## src/rtl/wb_slave_mem.sv

```systemverilog
// Wishbone classic slave with a byte-lane data memory and a per-word tag memory.
// Programmable wait states; ERR on bad address, RTY while the backing store is busy.
module wb_slave_mem #(
  parameter int ADR_MSB     = 31,
  parameter int DATA_MSB    = 31,
  parameter int SEL_MSB     = 3,
  parameter int TAG_MSB     = 3,
  parameter int DEPTH_LOG2  = 4,
  parameter int WAIT_STATES = 1
) (
  input  logic              clk_i,
  input  logic              rst_i,
  input  logic [ADR_MSB:0]  adr_i,
  input  logic [DATA_MSB:0] dat_i,
  input  logic [SEL_MSB:0]  sel_i,
  input  logic              we_i,
  input  logic              stb_i,
  input  logic              cyc_i,
  input  logic [TAG_MSB:0]  tga_i,
  input  logic [TAG_MSB:0]  tgc_i,
  input  logic [TAG_MSB:0]  tgd_i,
  input  logic              busy_i,
  output logic [DATA_MSB:0] dat_o,
  output logic [TAG_MSB:0]  tgd_o,
  output logic              ack_o,
  output logic              err_o,
  output logic              rty_o
);

  localparam int L     = $clog2(SEL_MSB + 1);
  localparam int WORDS = 1 << DEPTH_LOG2;

  // Address bits allowed to be set: the word index field only.
  localparam logic [ADR_MSB:0] OK_MASK =
    {{(ADR_MSB + 1 - DEPTH_LOG2){1'b0}},
     {DEPTH_LOG2{1'b1}}} << L;

  localparam logic [3:0] WS_LOAD =
    (WAIT_STATES == 0) ? 4'd0 : 4'(WAIT_STATES - 1);

  typedef enum logic [1:0] {
    S_IDLE,
    S_WAIT,
    S_RESP,
    S_DONE
  } state_t;

  state_t r_state;
  state_t w_state_nxt;

  logic [3:0] r_cnt;
  logic [3:0] w_cnt_nxt;

  logic w_req;
  logic w_bad;
  logic w_ack_nxt;
  logic w_err_nxt;
  logic w_rty_nxt;
  logic w_unused;

  logic [DEPTH_LOG2-1:0] w_idx;

  logic [DATA_MSB:0] r_mem [WORDS];
  logic [TAG_MSB:0]  r_tag [WORDS];

  assign w_req    = cyc_i & stb_i;
  assign w_bad    = |(adr_i & ~OK_MASK);
  assign w_idx    = adr_i[DEPTH_LOG2+L-1:L];
  assign w_unused = ^{tga_i, tgc_i};

  // Next-state and next-termination decode.
  always_comb begin
    w_state_nxt = r_state;
    w_cnt_nxt   = r_cnt;
    w_ack_nxt   = 1'b0;
    w_err_nxt   = 1'b0;
    w_rty_nxt   = 1'b0;
    unique case (r_state)
      S_IDLE: begin
        if (w_req) begin
          if (w_bad) begin
            w_state_nxt = S_RESP;
            w_err_nxt   = 1'b1;
          end else if (busy_i) begin
            w_state_nxt = S_RESP;
            w_rty_nxt   = 1'b1;
          end else if (WAIT_STATES == 0) begin
            w_state_nxt = S_RESP;
            w_ack_nxt   = 1'b1;
          end else begin
            w_state_nxt = S_WAIT;
            w_cnt_nxt   = WS_LOAD;
          end
        end
      end
      S_WAIT: begin
        if (!w_req) begin
          w_state_nxt = S_IDLE;
        end else if (r_cnt == 4'd0) begin
          w_state_nxt = S_RESP;
          w_ack_nxt   = 1'b1;
        end else begin
          w_cnt_nxt = r_cnt - 4'd1;
        end
      end
      S_RESP: begin
        w_state_nxt = S_DONE;
      end
      S_DONE: begin
        if (!w_req) begin
          w_state_nxt = S_IDLE;
        end
      end
      default: begin
        w_state_nxt = S_IDLE;
      end
    endcase
  end

  // State, wait counter and registered terminations.
  always_ff @(posedge clk_i or posedge rst_i) begin
    if (rst_i) begin
      r_state <= S_IDLE;
      r_cnt   <= 4'd0;
      ack_o   <= 1'b0;
      err_o   <= 1'b0;
      rty_o   <= 1'b0;
    end else begin
      r_state <= w_state_nxt;
      r_cnt   <= w_cnt_nxt;
      ack_o   <= w_ack_nxt;
      err_o   <= w_err_nxt;
      rty_o   <= w_rty_nxt;
    end
  end

  // Memory access on the edge that raises ack; reads load the output regs.
  always_ff @(posedge clk_i or posedge rst_i) begin
    if (rst_i) begin
      dat_o <= '0;
      tgd_o <= '0;
      for (int w = 0; w < WORDS; w++) begin
        r_mem[w] <= '0;
        r_tag[w] <= '0;
      end
    end else if (w_ack_nxt) begin
      if (we_i) begin
        for (int i = 0; i <= SEL_MSB; i++) begin
          if (sel_i[i]) begin
            r_mem[w_idx][8*i +: 8] <= dat_i[8*i +: 8];
          end
        end
        if (|sel_i) begin
          r_tag[w_idx] <= tgd_i;
        end
      end else begin
        dat_o <= r_mem[w_idx];
        tgd_o <= r_tag[w_idx];
      end
    end
  end

endmodule

```

## config.mk

```make
export PLATFORM = sky130hd
export DESIGN_NAME = wb_slave_mem
export DESIGN_NICKNAME = d
export VERILOG_FILES = /design/src/rtl/wb_slave_mem.sv
export SDC_FILE = /design/constraint.sdc
export NUM_CORES = 1
export LEC_CHECK = 0
export BUFFER_PORTS_ARGS = -buffer_cell sky130_fd_sc_hd__buf_2
export CAP_MARGIN = 30
export CORE_MARGIN = 1.5
export CORE_UTILIZATION = 60
export DETAILED_ROUTE_END_ITERATION = 12
export PLACE_DENSITY = 0.78
export RECOVER_POWER = 100
export SYNTH_ARGS = -nofsm -noshare
export SYNTH_HDL_FRONTEND = slang
export SYNTH_SLANG_ARGS = --single-unit
```

## constraint.sdc

```tcl
create_clock -name clk_i -period 61.1 [get_ports clk_i]
set_input_delay 9.165 -clock clk_i [delete_from_list [all_inputs] [get_ports clk_i]]
set_output_delay 9.165 -clock clk_i [all_outputs]
set_load 0.02 [all_outputs]
```

* After elaboration in Yosys (flattened, before gate mapping)
Index checks and enable logic that the tools add are counted.
** Word-level totals
- Logic and storage cells :: 120
- Bits of input ports :: 86
- Output and inout port bits :: 39
- Flip-flop bits (word level) :: 621
** Cells by class
- Reductions and logical operators :: 11
- Bitwise gates (word level) :: 3
- $add $sub $neg :: 1
- Order comparisons :: 2
- Mux-type cells :: 54
- Equal/unequal tests :: 10
** Operators with widths (count)
- 2-to-1 mux 512 bit :: 10
- bitwise mux 512 bit :: 4
- demux 32 bit (select 4 bit) :: 4
- binary-select mux 32 bit (select 4 bit) :: 1
- 2-to-1 mux 32 bit :: 3
- bitwise mux 64 bit :: 1
- 2-to-1 mux 4 bit :: 8
- OR reduction 28 bit :: 1
- 2-to-1 mux 24 bit :: 1
- binary-select mux 4 bit (select 4 bit) :: 1
- demux 4 bit (select 4 bit) :: 1
- 2-to-1 mux 16 bit :: 1
- 2-to-1 mux 2 bit :: 6
- inequality test 2 bit (second input constant) :: 6
- 2-to-1 mux 1 bit :: 10
- 2-to-1 mux 8 bit :: 1
- one-hot mux 2 bit (4 select lines) :: 1
- one-hot mux 4 bit (2 select lines) :: 1
- AND reduction 3 bit :: 2
- AND reduction 6 bit :: 1
- greater-or-equal comparator 5 bit (second input constant) :: 1
- < comparator 5 x 1 -> 1 bit (second input constant) :: 1
- inverter 4 -> 5 bit :: 1
- == test 2 bit (second input constant) :: 2
- other kinds (11) :: 12

* Logic depth before layout (Yosys ltp)
Gate-level depths: netlist of run 1.
- Depth after elaboration :: 19
- Depth in mapped cells :: 8
- Mapped depth without buffers :: 6

* Least setup slack after synthesis of run 1
No wires, ideal clock.
- Path type :: input -> register
- Start point :: input sel_i[0]
- End point :: register r_tag[10] (netlist bit)
- Cell stages on the path :: 5
- Required time :: 60975 ps
- Buffers on the path :: 1
- Library setup time :: 125 ps
- Arrival time :: 10647 ps
- Setup slack :: 50328 ps
- Path through :: clkbuf_2 -> nor4_1 -> and4b_1 -> nand2_1 -> mux2_2
** On the way
- Longest elaborated chain between the ends :: 2
** RTL lines
- start: declaration :: line 15 : input logic [SEL_MSB:0] sel_i,
- OR reduction 4 bit :: line 153 : if (|sel_i) begin
- AND reduction 3 bit (no source line)
- end signal: indexed assignment :: line 154 : r_tag[w_idx] <= tgd_i;
- end: declaration :: line 64 : logic [TAG_MSB:0] r_tag [WORDS];
Every way passes these cells.
A chain may end at the register's enable or synchronous reset.

==> results of run 1 <==
-- placed cells by master, fill, tap and decap left out, types with 5 or more instances in the layout --
master,n
dfrtp_1,621
mux2_2,566
mux2i_1,144
nor2_1,115
buf_2,74
clkbuf_1,73
mux4_2,72
o22ai_1,72
clkbuf_16,63
a31oi_1,37
a22oi_1,36
nor3_1,29
nand2_1,18
clkbuf_8,17
nand3_1,14
clkinv_2,12
mux2_1,10
a21oi_1,10
buf_4,10
nor4_1,9
o21ai_0,5
-- final timing paths --
kind / end / slack (ps)
max in group clk_i: dat_o[0] / 42890
hold reg to reg: r_mem[261] / 500
hold / removal: r_mem[261] / 500
setup reg to reg: r_mem[27] / 57080
min in group asynchronous: r_mem[59] / 10130
setup / recovery: r_mem[111] / 40230
-- per-stage QoR --
step | utilization [%] | power [W] | area [µm²] | worst slack [ps] | cells
detailed placement | 63.15 | 0.0005854 | 29340 | 48710 | 2554
floorplan | - | 0.0005483 | 28220 | 34540 | 1923
global route | 66.31 | 0.0009798 | 30810 | 37440 | 2673
global placement | 62.84 | 0.0005788 | 29190 | 48700 | 2547
finish | 66.32 | 0.0009424 | 30810 | 40230 | 2674
CTS | 67.44 | 0.0009543 | 31330 | 49380 | 2668
-- state kept, by name, indices dropped and copies added (netlist names) --
signal and count:
r_mem 512, ack_o 1, r_cnt 4, r_state 2, r_tag 64, dat_o 32
err_o 1, rty_o 1, tgd_o 4
-- kinds of logic after synthesis --
family                     count (synthesis)  share of synthesized area [%]
AOI/OAI and AO/OA                        165                          3.786
adders and majority gates                  2                        0.08865
buffers and inverters                    120                          2.004
DFF                                      621                          55.06
muxes                                    792                          33.83
and+or+nand+nor                          223                          5.231
-- power by group through the flow --
| stage | logic (W) | registers (W) | clock network (W) |
|---|---|---|---|
| finish | 0.000108 | 0.000466 | 0.000368 |
| global placement | 0.000109 | 0.000470 | 0 |
| CTS | 0.000114 | 0.000465 | 0.000376 |
| detailed placement | 0.000113 | 0.000472 | 0 |
| global route | 0.000118 | 0.000469 | 0.000393 |
| floorplan | 0.0000677 | 0.000481 | 0 |
-- area by class of cell --
class                           count  area [µm²]
Clock buffer                       97        1874
Inverter                            4       16.27
Clock inverter                     17       122.6
Multi-Input combinational cell   1182       11760
Sequential cell                   621       15540
Timing Repair Buffer              144       728.2
Fill cell                        3345       15650
Tap cell                          607       759.5
Antenna cell                        2       5.005
-- per-layer routing --
| layer | routed length [µm] | vias to the layer above |
|---|---|---|
| met1 | 27470 | 8953 |
| met4 | 2049 | 10 |
| met2 | 31100 | 506 |
| met5 | 100 | - |
| li1 | - | 7335 |
| met3 | 4282 | 116 |
==> results.yml, run 1 <==
global_routing:
  use_met3_pct: 5.769
  antenna_found_initial: 6
  grt_use_met1_pct: 37.93
  grt_use_total_pct: 27.69
  grt_use_met2_pct: 43.94
  grt.busiest_layer: "met2"
  grt_pass1_vias: 17800
  grt_pass1_wl_um: 101500
  grt_max_degree: 179
  gr-total-overflow: 0
setup_path:
  cp.arrival_ps: 19280
  crit_chain: "buf_2 -> clkinvlp_2 -> clkbuf_1 -> clkbuf_1"
  critPathBufInv: 4
  r2r.worst_path.cells: 5
  cpPeakStageDelay_ps: 6450
  crit_top_cell: "clkbuf_1"
  setup.worst_path.start: "rst_i"
  cp_top_family: "buffers and inverters"
  required_ps: 59500
  setup.worst_path.class: "in2async"
  timing.rr.start: "r_state[0]"
  critPathLaunchType: "input port"
  crit_slowest_cell: "clkbuf_1"
  path_depth: 4
  cp-end-kind: "async pin"
  crit_fanout: 178
place:
  gp_congestion: 0.8272
  portBuffers: 116
  place_hpwl_um: 40550
yosys:
  synth_top_cell_by_area: "dfrtp_1"
  yosys-top-cells-area: "dfrtp_1 55%, mux2_2 23%, mux4_2 5.7%"
  ys_ff_latch: 621
  syn_avg_cell_area_um2: 14.68
  synth_edf_count: 0
  netlist_instances: 1923
  syn_nets: 2011
  yosys_most_used_dff: "dfrtp_1"
  synth_cell_types: 52
  synth-seq-area-share_pct: 55.06
  ys.warnings.count: 0
  async_flop_share_pct: 100.0
  synth_top_area_share_pct: 55.06
  yosysMostFrequentCell: "dfrtp_1"
  syn_area_um2: 28220
  yosys-top-cells-count: "621 x dfrtp_1, 576 x mux2_2, 144 x mux2i_1, 83 x nor2_1"
die:
  coreArea_um2: 46460
  start_util_pct: 60.75
  ios: 125
  die_area_um2: 48350
  die_x_um: 219.9
  fp-row-count: 79
  fp.dieH_um: 219.9
clocking:
  h-tree-depth: 2
  cts_made_buffers: 61
  clkTransAtPathRegs_ps: 60
  clock_latency_ps: 630
  post_cts_buffers: 0
  clockRootBuffer: "clkbuf_16"
  cts_sinks: 621
  cts_tree: "done"
  cts_resized: 0
  cts_buffer_depth: 3
  cts_hold_buf: 0
sta:
  post-route-period-util_pct: 34.16
  skew_ps: 13.44
  maxSlewViolCount: 1043
  maxSlewHeadroom_pct: -515.4
  tightest_slew_ps: 9231
  fmax_ghz: 0.04791
  hold-worst-slack_ps: 501.6
  setup_viol_count_final: 0
  tns_ps: 0
  rsz0062_at_grt: "false"
  min_period_ps: 20870
  hold_viol: 0
power_and_ir_drop:
  netSwitchingPower_w: 0.0002391
  pwr_density_cell_nw_per_um2: 30.59
  p_int_w: 0.0007033
  p_comb_share_pct: 11.5
  seqPwrFrac_pct: 49.4
  clkPwrFrac_pct: 39.1
  vdd.ir_drop.worst_mv: 0.02112
  leakage_nw: 14.75
  switching_share_pct: 25.37
final_layout:
  drive_gt1_share_pct: 40.73
  nNetsFinal: 2102
  area_delta_synth_final_pct: 9.154
routing:
  drt_iter0_drc: 1267
  routed_wirelength_um: 65000
  viasPerCell: 6.328
  firstDrtPassIters: 6
  wl_per_cell_um: 24.31
  via_count: 16920
  postRouteAntennaNets: 0
  route.detailed.drc: 0
run:
  drv_cap: 36
hold_path:
  min_from: "r_mem[261]"
  hp-class: "reg2reg"
  min_path_cells: 1
run_status:
  outcome: "finished with violations"
  violations: "capacitance limit, slew limit"
Note: power is estimated with default switching activity, not from simulation.
==> run 2: changes to the inputs <==
Clock period 61.1 ns to 19.9 ns, I/O delays scaled along.
==> results.yml, run 2 (same netlist as run 1, synthesis figures left out) <==
run_status:
  outcome: "finished with violations"
  violations: "capacitance limit, slew limit"
hold_path:
  hp-class: "reg2reg"
  min_from: "r_mem[298]"
  hold_end: "r_mem[298]"
  min_path_cells: 1
final_layout:
  fillCellCount: 3355
  largest_reg_flops: 512
  nNetsFinal: 2101
  layout_commonest_cell: "dfrtp_1"
  drive_gt1_share_pct: 40.76
  fin_cells: 2668
  top_regs: "r_mem x512, r_tag x64, dat_o x32"
  regMostFlops: "r_mem"
  fin_area_um2: 30820
  area_delta_synth_final_pct: 9.207
  most-common-layout-cells: "621 x dfrtp_1, 566 x mux2_2, 144 x mux2i_1, 115 x nor2_1, 74 x buf_2"
setup_path:
  setup.worst_path.class: "in2async"
  timing.rr.start: "r_cnt[0]"
  r2r.worst_path.cells: 6
  cp.arrival_ps: 10400
  crit_top_cell: "clkbuf_1"
  timing.rr.end: "dat_o[15]"
  crit_slowest_cell: "clkbuf_1"
  crit_chain: "clkbuf_1 -> clkinvlp_4 -> clkbuf_1 -> clkbuf_1 -> clkbuf_1 -> clkbuf_1 -> buf_12"
  cpPeakStageDelay_ps: 2830
  crit_fanout: 183
  cp-end-kind: "async pin"
  critPathLaunchType: "input port"
  required_ps: 20490
  r2r_setup_slack_ps: 15570
place:
  placed_area_um2: 29340
  portBuffers: 116
  place_hpwl_um: 41140
  placed_cells: 2554
  gp_congestion: 0.8184
clocking:
  h-tree-depth: 2
  cts_tree: "done"
  cts_buffer_depth: 3
  cts_sinks: 621
  clkTransAtPathRegs_ps: 60
  post_cts_buffers: 0
  cts_made_buffers: 61
  clock_latency_ps: 620
  cts_hold_buf: 0
  clockRootBuffer: "clkbuf_16"
  cts_resized: 0
global_routing:
  grt_pass1_vias: 17950
  antenna_found_initial: 7
  grt.busiest_layer: "met2"
  grt_use_met1_pct: 38.85
  grt_use_total_pct: 28.32
  grt_pass1_wl_um: 103600
  grt_use_met2_pct: 45.52
  gr-total-overflow: 0
  use_met3_pct: 5.963
  grt_max_degree: 199
die:
  die_x_um: 219.9
  fp.dieH_um: 219.9
  die_area_um2: 48350
  fp-row-count: 79
  coreArea_um2: 46460
  ios: 125
  start_util_pct: 60.75
power_and_ir_drop:
  pwr_density_cell_nw_per_um2: 94.08
  vdd.ir_drop.worst_mv: 0.06629
  power_w: 0.002900
  leakage_nw: 14.74
run:
  drv_cap: 29
routing:
  route.detailed.drc: 0
  via_count: 16950
  firstDrtPassIters: 6
  viasPerCell: 6.353
  wl_per_cell_um: 24.79
  postRouteAntennaNets: 0
  routed_wirelength_um: 66140
  drt_iter0_drc: 1353
sta:
  tns_ps: 0
  tightest_slew_ps: 3963
  rsz0062_at_grt: "false"
  fmax_ghz: 0.1019
  skew_ps: 20.13
  setup_viol_count_final: 0
  min_period_ps: 9810
  maxSlewViolCount: 568
  maxSlewHeadroom_pct: -164.2
  hold_viol: 0
  post-route-period-util_pct: 49.30
run 2: changes by cell type in the layout (fill, tap and decap cells not counted), moves of 2 or more:
cell       previous run  this run
clkbuf_1             73        67
buf_4                10         7
clkinv_2             12         9
diode_2               2         5
buf_12                0         2
bufinv_16             1         3
clkbuf_16            63        61
run 2: worst max-delay path by stage:
stage                             to     start  cells after the start
after floorplan                ack_o     rst_i                      1
after global placement     r_mem[10]  adr_i[3]                      5
after detailed placement   r_mem[53]  adr_i[3]                      6
after CTS                  r_mem[52]  adr_i[3]                      6
after global routing       r_tag[10]     rst_i                      6
final                     r_mem[162]     rst_i                      7
run 2: layer usage:
metal	part of all wire [%]	up-vias
met3	6.3	133
met5	0.032	-
met4	3.1	4
li1	-	7327
met1	43	8962
met2	48	523
run 2: power by group:
part / leakage [nW] / internal, W / switching, W
clock network: 0.974 / 0.000661 / 0.000477
registers: 8.57 / 0.00137 / 0.0000645
logic: 5.20 / 0.000134 / 0.000197
run 2: metrics by stage:
| stage | util [%] | hold WS (ps) | setup WS (ps) |
|---|---|---|---|
| floorplan | - | 473.9 | 8438 |
| CTS | 67.40 | 501.6 | 13760 |
| global route | 66.33 | 511.1 | 8583 |
| detailed placement | 63.15 | 488.6 | 13140 |
| finish | 66.35 | 496.3 | 10090 |
| global placement | 62.83 | 482.6 | 12760 |
run 2: final cells by class:
| class | count | area [µm²] | area share, % |
|---|---|---|---|
| Sequential cell | 621 | 15540 | 50.42 |
| Multi-Input combinational cell | 1182 | 11760 | 38.16 |
| Tap cell | 607 | 759.5 | 2.464 |
| Clock buffer | 90 | 1805 | 5.858 |
| Antenna cell | 5 | 12.51 | 0.04059 |
| Inverter | 4 | 18.77 | 0.06089 |
| Clock inverter | 16 | 167.7 | 0.5439 |
| Timing Repair Buffer | 143 | 757.0 | 2.456 |
run 2: worst max-delay path: cells and delay by family:
kind	cells	cell delay [ps]
buffers and inverters	7	7210
==> run 3: changes to the inputs <==
Clock period 19.9 ns to 9.6 ns, I/O delays scaled along.
==> results.yml, run 3 (same netlist as run 1, synthesis figures left out) <==
final_layout:
  top_regs: "r_mem x512, r_tag x64, dat_o x32"
  layout_commonest_cell: "dfrtp_1"
  most-common-layout-cells: "621 x dfrtp_1, 570 x mux2_2, 144 x mux2i_1, 116 x nor2_1"
  largest_reg_flops: 512
  drive_gt1_share_pct: 41.00
  nNetsFinal: 2103
  fillCellCount: 3325
  multi_input_area_um2: 11750
  regMostFlops: "r_mem"
  area_delta_synth_final_pct: 9.904
  seq_area_um2: 15540
clocking:
  clkTransAtPathRegs_ps: 60
  post_cts_buffers: 0
  cts_resized: 0
  cts_buffer_depth: 3
  clockRootBuffer: "clkbuf_16"
  cts_tree: "done"
  clock_latency_ps: 630
  cts_sinks: 621
  cts_made_buffers: 61
  h-tree-depth: 2
  cts_hold_buf: 0
setup_path:
  r2r.worst_path.cells: 7
  timing.rr.end: "dat_o[11]"
  r2r_setup_slack_ps: 4300
  cp-end-kind: "flip-flop"
  crit_fanout: 87
  setup.worst_path.class: "in2reg"
  critPathLaunchType: "input port"
  required_ps: 9940
  timing.rr.start: "r_cnt[0]"
  cp.arrival_ps: 6060
place:
  gp_congestion: 0.8316
  portBuffers: 116
  place_hpwl_um: 41020
die:
  fp.dieH_um: 219.9
  coreArea_um2: 46460
  fp-row-count: 79
  ios: 125
  die_area_um2: 48350
  start_util_pct: 60.75
  die_x_um: 219.9
hold_path:
  min_path_cells: 1
  hp-class: "reg2reg"
  min_from: "r_mem[413]"
  hold_end: "r_mem[413]"
power_and_ir_drop:
  pwr_density_cell_nw_per_um2: 198.6
  leakage_nw: 14.84
  power_w: 0.006160
  vdd.ir_drop.worst_mv: 0.1631
run_status:
  outcome: "finished with violations"
  violations: "capacitance limit, slew limit"
routing:
  wl_per_cell_um: 24.64
  route.detailed.drc: 0
  postRouteAntennaNets: 0
  routed_wirelength_um: 65940
  drt_iter0_drc: 1464
  firstDrtPassIters: 5
  viasPerCell: 6.364
  via_count: 17030
global_routing:
  grt_pass1_vias: 17900
  grt_use_total_pct: 28.04
  antenna_found_initial: 7
  grt_max_degree: 187
  grt_pass1_wl_um: 102500
  gr-total-overflow: 0
sta:
  skew_ps: 25.43
  rsz0062_at_grt: "false"
  min_period_ps: 5714
  hold_viol: 0
  tightest_slew_ps: 4566
  maxSlewHeadroom_pct: -204.4
  post-route-period-util_pct: 59.52
  tns_ps: 0
  setup_viol_count_final: 0
  fmax_ghz: 0.1750
  maxSlewViolCount: 539
  hold-worst-slack_ps: 500.6
run:
  drv_cap: 30
==> run 3: worst max-delay path, cell delays in order <==
cell and delay, ps:
buf_8 600, clkbuf_1 2230, buf_4 840, mux4_2 410, a22oi_1 270, a31oi_1 130
==> run 3: layout make-up <==
cell class / instances / area share, %
Timing Repair Buffer: 145 / 2.622
Clock buffer: 98 / 6.119
Tap cell: 607 / 2.448
Multi-Input combinational cell: 1182 / 37.87
Sequential cell: 621 / 50.10
Clock inverter: 16 / 0.7623
Inverter: 4 / 0.06050
Antenna cell: 3 / 0.02420
==> run 3: worst max path at each step <==
| stage | slack [ps] | cells after the start | startpoint | end |
|---|---|---|---|---|
| 2_1_floorplan | -320 | 1 | rst_i | ack_o |
| 5_1_grt | 3210 | 5 | rst_i | r_mem[388] |
| 6_report | 3890 | 6 | adr_i[3] | dat_o[30] |
| 3_5_place_dp | 5070 | 5 | adr_i[3] | r_mem[46] |
| 4_1_cts | 5740 | 5 | adr_i[3] | r_mem[46] |
| 3_3_place_gp | 4820 | 4 | adr_i[3] | r_mem[14] |
==> run 3: routing by layer <==
metal / global-route usage, % / share of wire [%] / vias up
met5: 0 / 0.082 / -
met4: 9.252 / 2.9 / 8
met3: 5.052 / 6.1 / 161
met2: 45.35 / 48 / 532
met1: 38.63 / 43 / 8974
li1: - / - / 7354
==> run 3: report_power, final <==
group / switching [W] / total, W / internal (W)
clock: 0.000997 / 0.00250 / 0.00151
sequential: 0.000135 / 0.00297 / 0.00283
combinational: 0.000408 / 0.000688 / 0.000280
total: 0.00154 / 0.00616 / 0.00462
==> run 3: per-stage QoR <==
stage	cell area (µm²)	utilization [%]	instances	worst slack, ps
floorplan	28230	-	1923	-317.0
global placement	29210	62.87	2547	4817
detailed placement	29350	63.18	2556	5069
CTS	31490	67.77	2670	5738
global route	31020	66.77	2675	3215
finish	31020	66.77	2676	3886
